## src/rtl/s_word_seq.sv

```systemverilog
// -----------------------------------------------------------------------------
// s_word_seq -- SPC700 16-bit word instruction sequencer
//
// Runs ADDW, SUBW, CMPW, INCW and DECW through the shared 8-bit ALU in two
// passes. The LO pass computes the low byte. The HI pass computes the high
// byte, with the low-byte carry chained in. The block merges the per-byte
// flags into word flags and reports result, flags and write-enables with a
// one-cycle done pulse. While alu_own is high, the core's ALU operand mux
// selects this block.
//
// Configuration macro:
//   S_WORD_SEQ_CMPW_EN  defined   : op 2 performs CMPW (flags N,Z,C; no write).
//                       undefined : op 2 is treated as an illegal op.
//
// Ports:
//   clk, n_rst       clock, synchronous active-low reset
//   start            request, sampled only in IDLE
//   op[2:0]          0 ADDW, 1 SUBW, 2 CMPW, 3 INCW, 4 DECW, 5-7 illegal
//   opa, opb [15:0]  operands (opb ignored for INCW/DECW)
//   busy             high during the LO and HI passes
//   done             one-cycle completion pulse
//   result[15:0]     word result, valid with done
//   result_we        result must be written back, valid with done
//   flgs[4:0]        word flags, indexed AN/AV/AH/AZ/AC
//   flgs_we[4:0]     per-flag update mask, same indexing
//   alu_own          this block drives the ALU this cycle
//   alu_a, alu_b     ALU operands (upper byte always 0)
//   alu_c            ALU carry in
//   alu_control      ALU function select
//   alu_bit8         8-bit ALU mode, always 1
//   alu_y, alu_flgs  ALU outputs (combinational, same cycle)
// -----------------------------------------------------------------------------

package s_cpu_pkg;

    // Flag bit positions in the 5-bit flag vectors.
    localparam int AC = 0;
    localparam int AZ = 1;
    localparam int AH = 2;
    localparam int AV = 3;
    localparam int AN = 4;

    typedef enum logic [3:0] {
        SC_ACTL_OR,
        SC_ACTL_AND,
        SC_ACTL_EOR,
        SC_ACTL_ADD,
        SC_ACTL_SUB,
        SC_ACTL_ADC,
        SC_ACTL_SBC
    } alu_control_type;

endpackage

module s_word_seq
    import s_cpu_pkg::*;
(
    input  logic            clk,
    input  logic            n_rst,
    input  logic            start,
    input  logic [2:0]      op,
    input  logic [15:0]     opa,
    input  logic [15:0]     opb,
    output logic            busy,
    output logic            done,
    output logic [15:0]     result,
    output logic            result_we,
    output logic [4:0]      flgs,
    output logic [4:0]      flgs_we,
    output logic            alu_own,
    output logic [15:0]     alu_a,
    output logic [15:0]     alu_b,
    output logic            alu_c,
    output alu_control_type alu_control,
    output logic            alu_bit8,
    input  logic [15:0]     alu_y,
    input  logic [4:0]      alu_flgs
);

    localparam logic [2:0] OP_ADDW = 3'd0;
    localparam logic [2:0] OP_SUBW = 3'd1;
    localparam logic [2:0] OP_CMPW = 3'd2;
    localparam logic [2:0] OP_INCW = 3'd3;
    localparam logic [2:0] OP_DECW = 3'd4;

    localparam logic [4:0] MASK_ALL = 5'b11111;
    localparam logic [4:0] MASK_NZ  = 5'((1 << AN) | (1 << AZ));
`ifdef S_WORD_SEQ_CMPW_EN
    localparam logic [4:0] MASK_NZC = 5'((1 << AN) | (1 << AZ) | (1 << AC));
`endif

    typedef enum logic [1:0] {ST_IDLE, ST_LO, ST_HI, ST_DONE} state_t;

    state_t      state_q, state_d;
    logic [2:0]  op_q, op_d;
    logic [15:0] opa_q, opa_d;
    logic [15:0] opb_q, opb_d;
    logic [7:0]  lo_byte_q, lo_byte_d;
    logic        lo_c_q, lo_c_d;
    logic        lo_z_q, lo_z_d;
    logic [15:0] result_q, result_d;
    logic [4:0]  flgs_q, flgs_d;
    logic [4:0]  flgs_we_q, flgs_we_d;
    logic        result_we_q, result_we_d;

    logic        is_sub;
    logic        is_unary;
    logic [4:0]  op_flgs_we;
    logic        op_result_we;

    // The ALU works in 8-bit mode, so the upper result byte carries nothing.
    logic unused_alu_hi;
    assign unused_alu_hi = ^alu_y[15:8];

    // NOTE: sequential state uses non-blocking assignments, so every flop
    // samples its _d value from before the edge, regardless of statement order.
    always_ff @(posedge clk) begin
        if (!n_rst) begin
            state_q     <= ST_IDLE;
            op_q        <= '0;
            opa_q       <= '0;
            opb_q       <= '0;
            lo_byte_q   <= '0;
            lo_c_q      <= 1'b0;
            lo_z_q      <= 1'b0;
            result_q    <= '0;
            flgs_q      <= '0;
            flgs_we_q   <= '0;
            result_we_q <= 1'b0;
        end else begin
            state_q     <= state_d;
            op_q        <= op_d;
            opa_q       <= opa_d;
            opb_q       <= opb_d;
            lo_byte_q   <= lo_byte_d;
            lo_c_q      <= lo_c_d;
            lo_z_q      <= lo_z_d;
            result_q    <= result_d;
            flgs_q      <= flgs_d;
            flgs_we_q   <= flgs_we_d;
            result_we_q <= result_we_d;
        end
    end

    // SUBW, CMPW and DECW subtract. Carry here means "no borrow", so the LO
    // pass uses SUB (carry-in forced to 1) and the HI pass chains the LO carry.
    // Illegal ops run harmless ADD passes and write nothing back.
    always_comb begin
        is_sub   = op_q inside {OP_SUBW, OP_CMPW, OP_DECW};
        is_unary = op_q inside {OP_INCW, OP_DECW};
    end

    // Write-enable masks for the operation being completed.
    always_comb begin
        op_flgs_we   = '0;
        op_result_we = 1'b0;
        case (op_q)
            OP_ADDW, OP_SUBW: begin
                op_flgs_we   = MASK_ALL;
                op_result_we = 1'b1;
            end
`ifdef S_WORD_SEQ_CMPW_EN
            OP_CMPW: begin
                op_flgs_we   = MASK_NZC;
                op_result_we = 1'b0;
            end
`endif
            OP_INCW, OP_DECW: begin
                op_flgs_we   = MASK_NZ;
                op_result_we = 1'b1;
            end
            default: begin
                op_flgs_we   = '0;
                op_result_we = 1'b0;
            end
        endcase
    end

    // NOTE: every signal driven here gets a default first. Otherwise a path
    // that does not assign a signal would infer a latch.
    always_comb begin
        state_d     = state_q;
        op_d        = op_q;
        opa_d       = opa_q;
        opb_d       = opb_q;
        lo_byte_d   = lo_byte_q;
        lo_c_d      = lo_c_q;
        lo_z_d      = lo_z_q;
        result_d    = result_q;
        flgs_d      = flgs_q;
        flgs_we_d   = flgs_we_q;
        result_we_d = result_we_q;
        alu_own     = 1'b0;
        alu_a       = '0;
        alu_b       = '0;
        alu_c       = 1'b0;
        alu_control = SC_ACTL_OR;

        case (state_q)
            ST_IDLE: begin
                if (start) begin
                    state_d = ST_LO;
                    op_d    = op;
                    opa_d   = opa;
                    opb_d   = opb;
                end
            end

            ST_LO: begin
                alu_own     = 1'b1;
                alu_a       = {8'h00, opa_q[7:0]};
                alu_b       = {8'h00, is_unary ? 8'h01 : opb_q[7:0]};
                alu_control = is_sub ? SC_ACTL_SUB : SC_ACTL_ADD;
                lo_byte_d   = alu_y[7:0];
                lo_c_d      = alu_flgs[AC];
                lo_z_d      = alu_flgs[AZ];
                state_d     = ST_HI;
            end

            ST_HI: begin
                alu_own     = 1'b1;
                alu_a       = {8'h00, opa_q[15:8]};
                alu_b       = {8'h00, is_unary ? 8'h00 : opb_q[15:8]};
                alu_c       = lo_c_q;
                alu_control = is_sub ? SC_ACTL_SBC : SC_ACTL_ADC;
                result_d    = {alu_y[7:0], lo_byte_q};
                // The word is zero only if both bytes are zero.
                flgs_d      = alu_flgs;
                flgs_d[AZ]  = lo_z_q & alu_flgs[AZ];
                flgs_we_d   = op_flgs_we;
                result_we_d = op_result_we;
                state_d     = ST_DONE;
            end

            ST_DONE: begin
                state_d = ST_IDLE;
            end

            default: begin
                state_d = ST_IDLE;
            end
        endcase
    end

    assign busy      = (state_q == ST_LO) || (state_q == ST_HI);
    assign done      = (state_q == ST_DONE);
    assign result    = result_q;
    assign result_we = result_we_q;
    assign flgs      = flgs_q;
    assign flgs_we   = flgs_we_q;
    assign alu_bit8  = 1'b1;

endmodule

```

## config.mk

```make
export PLATFORM = sky130hd
export DESIGN_NAME = s_word_seq
export DESIGN_NICKNAME = d
export VERILOG_FILES = /design/src/rtl/s_word_seq.sv
export SDC_FILE = /design/constraint.sdc
export NUM_CORES = 1
export LEC_CHECK = 0
export CAP_MARGIN = 20
export CORE_ASPECT_RATIO = 1.2
export CORE_MARGIN = 8
export CORE_UTILIZATION = 43
export CTS_CLUSTER_SIZE = 28
export DETAILED_ROUTE_END_ITERATION = 8
export PLACE_DENSITY = 0.8
export SLEW_MARGIN = 20
export SYNTH_ARGS = -nofsm -noshare
export SYNTH_HDL_FRONTEND = slang
export SYNTH_SLANG_ARGS = --single-unit
```

## constraint.sdc

```tcl
create_clock -name clk -period 2.25 [get_ports clk]
set_clock_uncertainty 0.05 [all_clocks]
set_input_delay 0.5625 -clock clk [delete_from_list [all_inputs] [get_ports clk]]
set_output_delay 0.5625 -clock clk [all_outputs]
set_load 0.05 [all_outputs]
```

==> reports/results.ini <==
[setup_path]
startpoint_type = flip-flop
rr_worst_depth = 6
end_kind = output pin
timing.rr.start = state_q[0]$_SDFFE_PN0P_
reg2reg_slack_ps = 570
reg2reg_to = result[3]$_SDFFE_PN0N_
crit_cells = 5
cp_top_family = flip-flops
crit_start = op_q[1]$_SDFFE_PN0P_
crit_chain = buf_4, xnor2_1, o21ai_4, mux2_4, buf_12
critPathArrivalTime_ps = 1700
worst_ep_required_time_ps = 1640
cp_num_buf_inv = 2
critical_path_class = flip-flop to output pin
slowest_stage = dfxtp_4
endpoint = alu_control[1]
crit_fanout = 3
slowest_delay_ps = 350

[flow_run]
cap_viol_max_count = 0

[placed_design]
io_buffers = 100
dp.final_hpwl_um = 6010
place_area_sq_um = 4530
gp_congestion = 0.738
place_ws_ps = 116
place_inst = 527

[floorplan]
fp.dieH_um = 110
die_x_um = 94.5
core-area_sq_um = 7230
num_rows = 34
initial_utilization = 0.440
dieArea_sq_um = 10400
boundaryPins = 127

[timing]
slew_violations = 0
final_hold_viol_count = 0
worst_slew_pin_slew_ps = 528
setup_tns_ps = -60.5
setup_viol = 1
timing.slew.headroom = 0.647
final.period_utilization = 1.03
fin_ws_ps = -60.5
period_minus_slack_ps = 2310
grt_setup_unrepaired = yes
clock.fmax_mhz = 433
hold_slack_ps = 410

[finish]
num_antenna_cells = 0
seqCellArea_sq_um = 1420
fillers = 538
fin_cells = 555
synthToLayoutAreaGrowth_pct = 61.2
nNetsFinal = 523
fin_area_sq_um = 5130
multiInputGateArea_sq_um = 1860
drive_above_1_share = 0.247
final_util = 0.710

[worst_hold_path]
min_path_type = flip-flop to flip-flop

[global_route]
grt_max_degree = 36
grt_overflow = 0
antenna_found_initial = 0
grt_pass1_vias = 2850
grt_pass1_wl_um = 13600
grt_use_total = 0.165

[routing]
post_drt_wl_per_cell_um = 15.6
ant_nets = 0
drc = 0
vias = 2712
drtIter0Drc = 109
dr.pass1.iters = 6
drt-vias-per-instance = 4.89
drt-total-wl_um = 8640

[pwr]
vdd_drop_max_mv = 0.851
pwr-share-comb = 0.550
total_power_mw = 6.47
p_leak_nw = 1.88
netSwitchingFraction = 0.401
p_int_mw = 3.88
power_frac_clock = 0.190
p_switching_mw = 2.59
power_frac_seq = 0.260
pwr_density_cell_nw_per_um2 = 1260

[clocking]
hold_buffers = 0
cts_buffer_depth = 2
clk_latency_ps = 340
ctsRootBufferMaster = clkbuf_8
cts_tree = built
cts-buffers-inserted = 9
clk_pin_slew_ps = 80
clock_sinks = 70
cts-htree-levels = 3

[yosys]
syn_area_sq_um = 3180
synth_area_leaders = dfxtp_1 44%, mux2i_1 10%, a21boi_1 8.7%, nand2_1 8.7%, nor2b_1 7.9%
ys_ff_latch = 70
syn_inst = 356
synth_warnings = 0
synth_cell_type_count = 30
avgSynthCellArea_sq_um = 8.94
synth_top_area_cell = dfxtp_1
yosys.area.top_type_share = 0.440
yosysSeqAreaShare = 0.440

[outcome]
violations = setup timing
status = finished, violations left

worst register-to-register path: stages (launching register included):
cell and delay, ps:
dfxtp_4 370, inv_4 80, ha_4 200, clkbuf_16 190, buf_4 350, mux2i_1 270, nor2b_1 70
layer usage:
layer / up-vias / wire (um) / GRT usage
met5: - / 0 / 0
met4: 0 / 109 / 0.0670
met3: 8 / 768 / 0.0617
met2: 80 / 4310 / 0.283
met1: 1291 / 3450 / 0.179
li1: 1333 / - / -
cell usage in the layout (no fill, tap or decap), types with 8 or more instances in the layout:
master	n
buf_12	25
a21boi_1	37
mux2i_1	32
nor2_4	8
nor2b_1	32
dfxtp_1	65
nor2b_4	8
conb_1	18
buf_4	17
clkbuf_8	10
nand2_1	74
clkdlybuf4s50_1	73
a22oi_2	15
cell families after synthesis:
kind of cell	Yosys count	synth area share
muxes	33	0.104
AOI/OAI and AO/OA	61	0.142
adders and majority gates	4	0.0157
buffers and inverters	49	0.0900
DFF	70	0.440
other	2	0.00236
and+or+nand+nor	136	0.203
xor gates and xnor gates	1	0.00275
flip-flops by register name, indices dropped and copies added, names as in the netlist, 2 cells and up:
name	count
flgs_we	2
flgs	5
result	16
state_q	2
opa_q	16
lo_byte_q	8
opb_q	16
op_q	3
worst min-delay path by stage:
stage / slack (ps) / cells after the start / from / endpoint
after global placement: 390 / 2 / opb_q[4]$_SDFFE_PN0P_ / opb_q[4]$_SDFFE_PN0P_
after CTS: 410 / 2 / opb_q[8]$_SDFFE_PN0P_ / opb_q[8]$_SDFFE_PN0P_
after floorplan: 380 / 2 / opa_q[0]$_SDFFE_PN0P_ / opa_q[0]$_SDFFE_PN0P_
final: 410 / 2 / opb_q[8]$_SDFFE_PN0P_ / opb_q[8]$_SDFFE_PN0P_
after detailed placement: 400 / 2 / opa_q[11]$_SDFFE_PN0P_ / opa_q[11]$_SDFFE_PN0P_
after global routing: 430 / 2 / opb_q[6]$_SDFFE_PN0P_ / opb_q[6]$_SDFFE_PN0P_
power groups by stage:
stage                     Sequential (mW)  Combinational, mW  Clock, mW
after floorplan                      1.88               1.82          0
after global placement               1.67               2.95          0
after detailed placement             1.68               3.00          0
after CTS                            1.68               3.37       1.25
after global routing                 1.72               3.76       1.32
final                                1.68               3.56       1.23
layout make-up:
type / count / area share
multi-input cells: 253 / 0.362
inverters: 2 / 0.00195
clock inverters: 5 / 0.0207
well taps: 90 / 0.0219
clock buffers: 11 / 0.0276
flip-flops and latches: 70 / 0.276
repair buffers: 124 / 0.290
Yosys cell counts:
library cell	number
a21oi_1	2
a22oi_1	15
xnor2_1	1
clkbuf_1	11
and2_1	2
o21ai_2	1
nand2_1	74
o21ai_1	2
mux2_1	1
mux2i_1	32
or3b_4	1
nor3b_2	1
dfxtp_1	70
o22ai_1	1
buf_4	24
o211ai_2	1
or2_0	1
conb_1	2
nand3_1	1
buf_1	2
buf_2	10
nor2_1	12
and2b_1	1
nand2b_1	3
a21boi_1	37
inv_1	2
ha_1	4
o21ai_0	1
a211oi_1	1
nor2b_1	40
what timing repair did:
action | CTS | global route
buffers inserted | 7 | 3
pin swaps | 10 | 9
resized for setup | 40 | 12
endpoints found under the setup margin | 19 | 22
cloned | 0 | 2
Note: power is estimated with default switching activity, not from simulation.
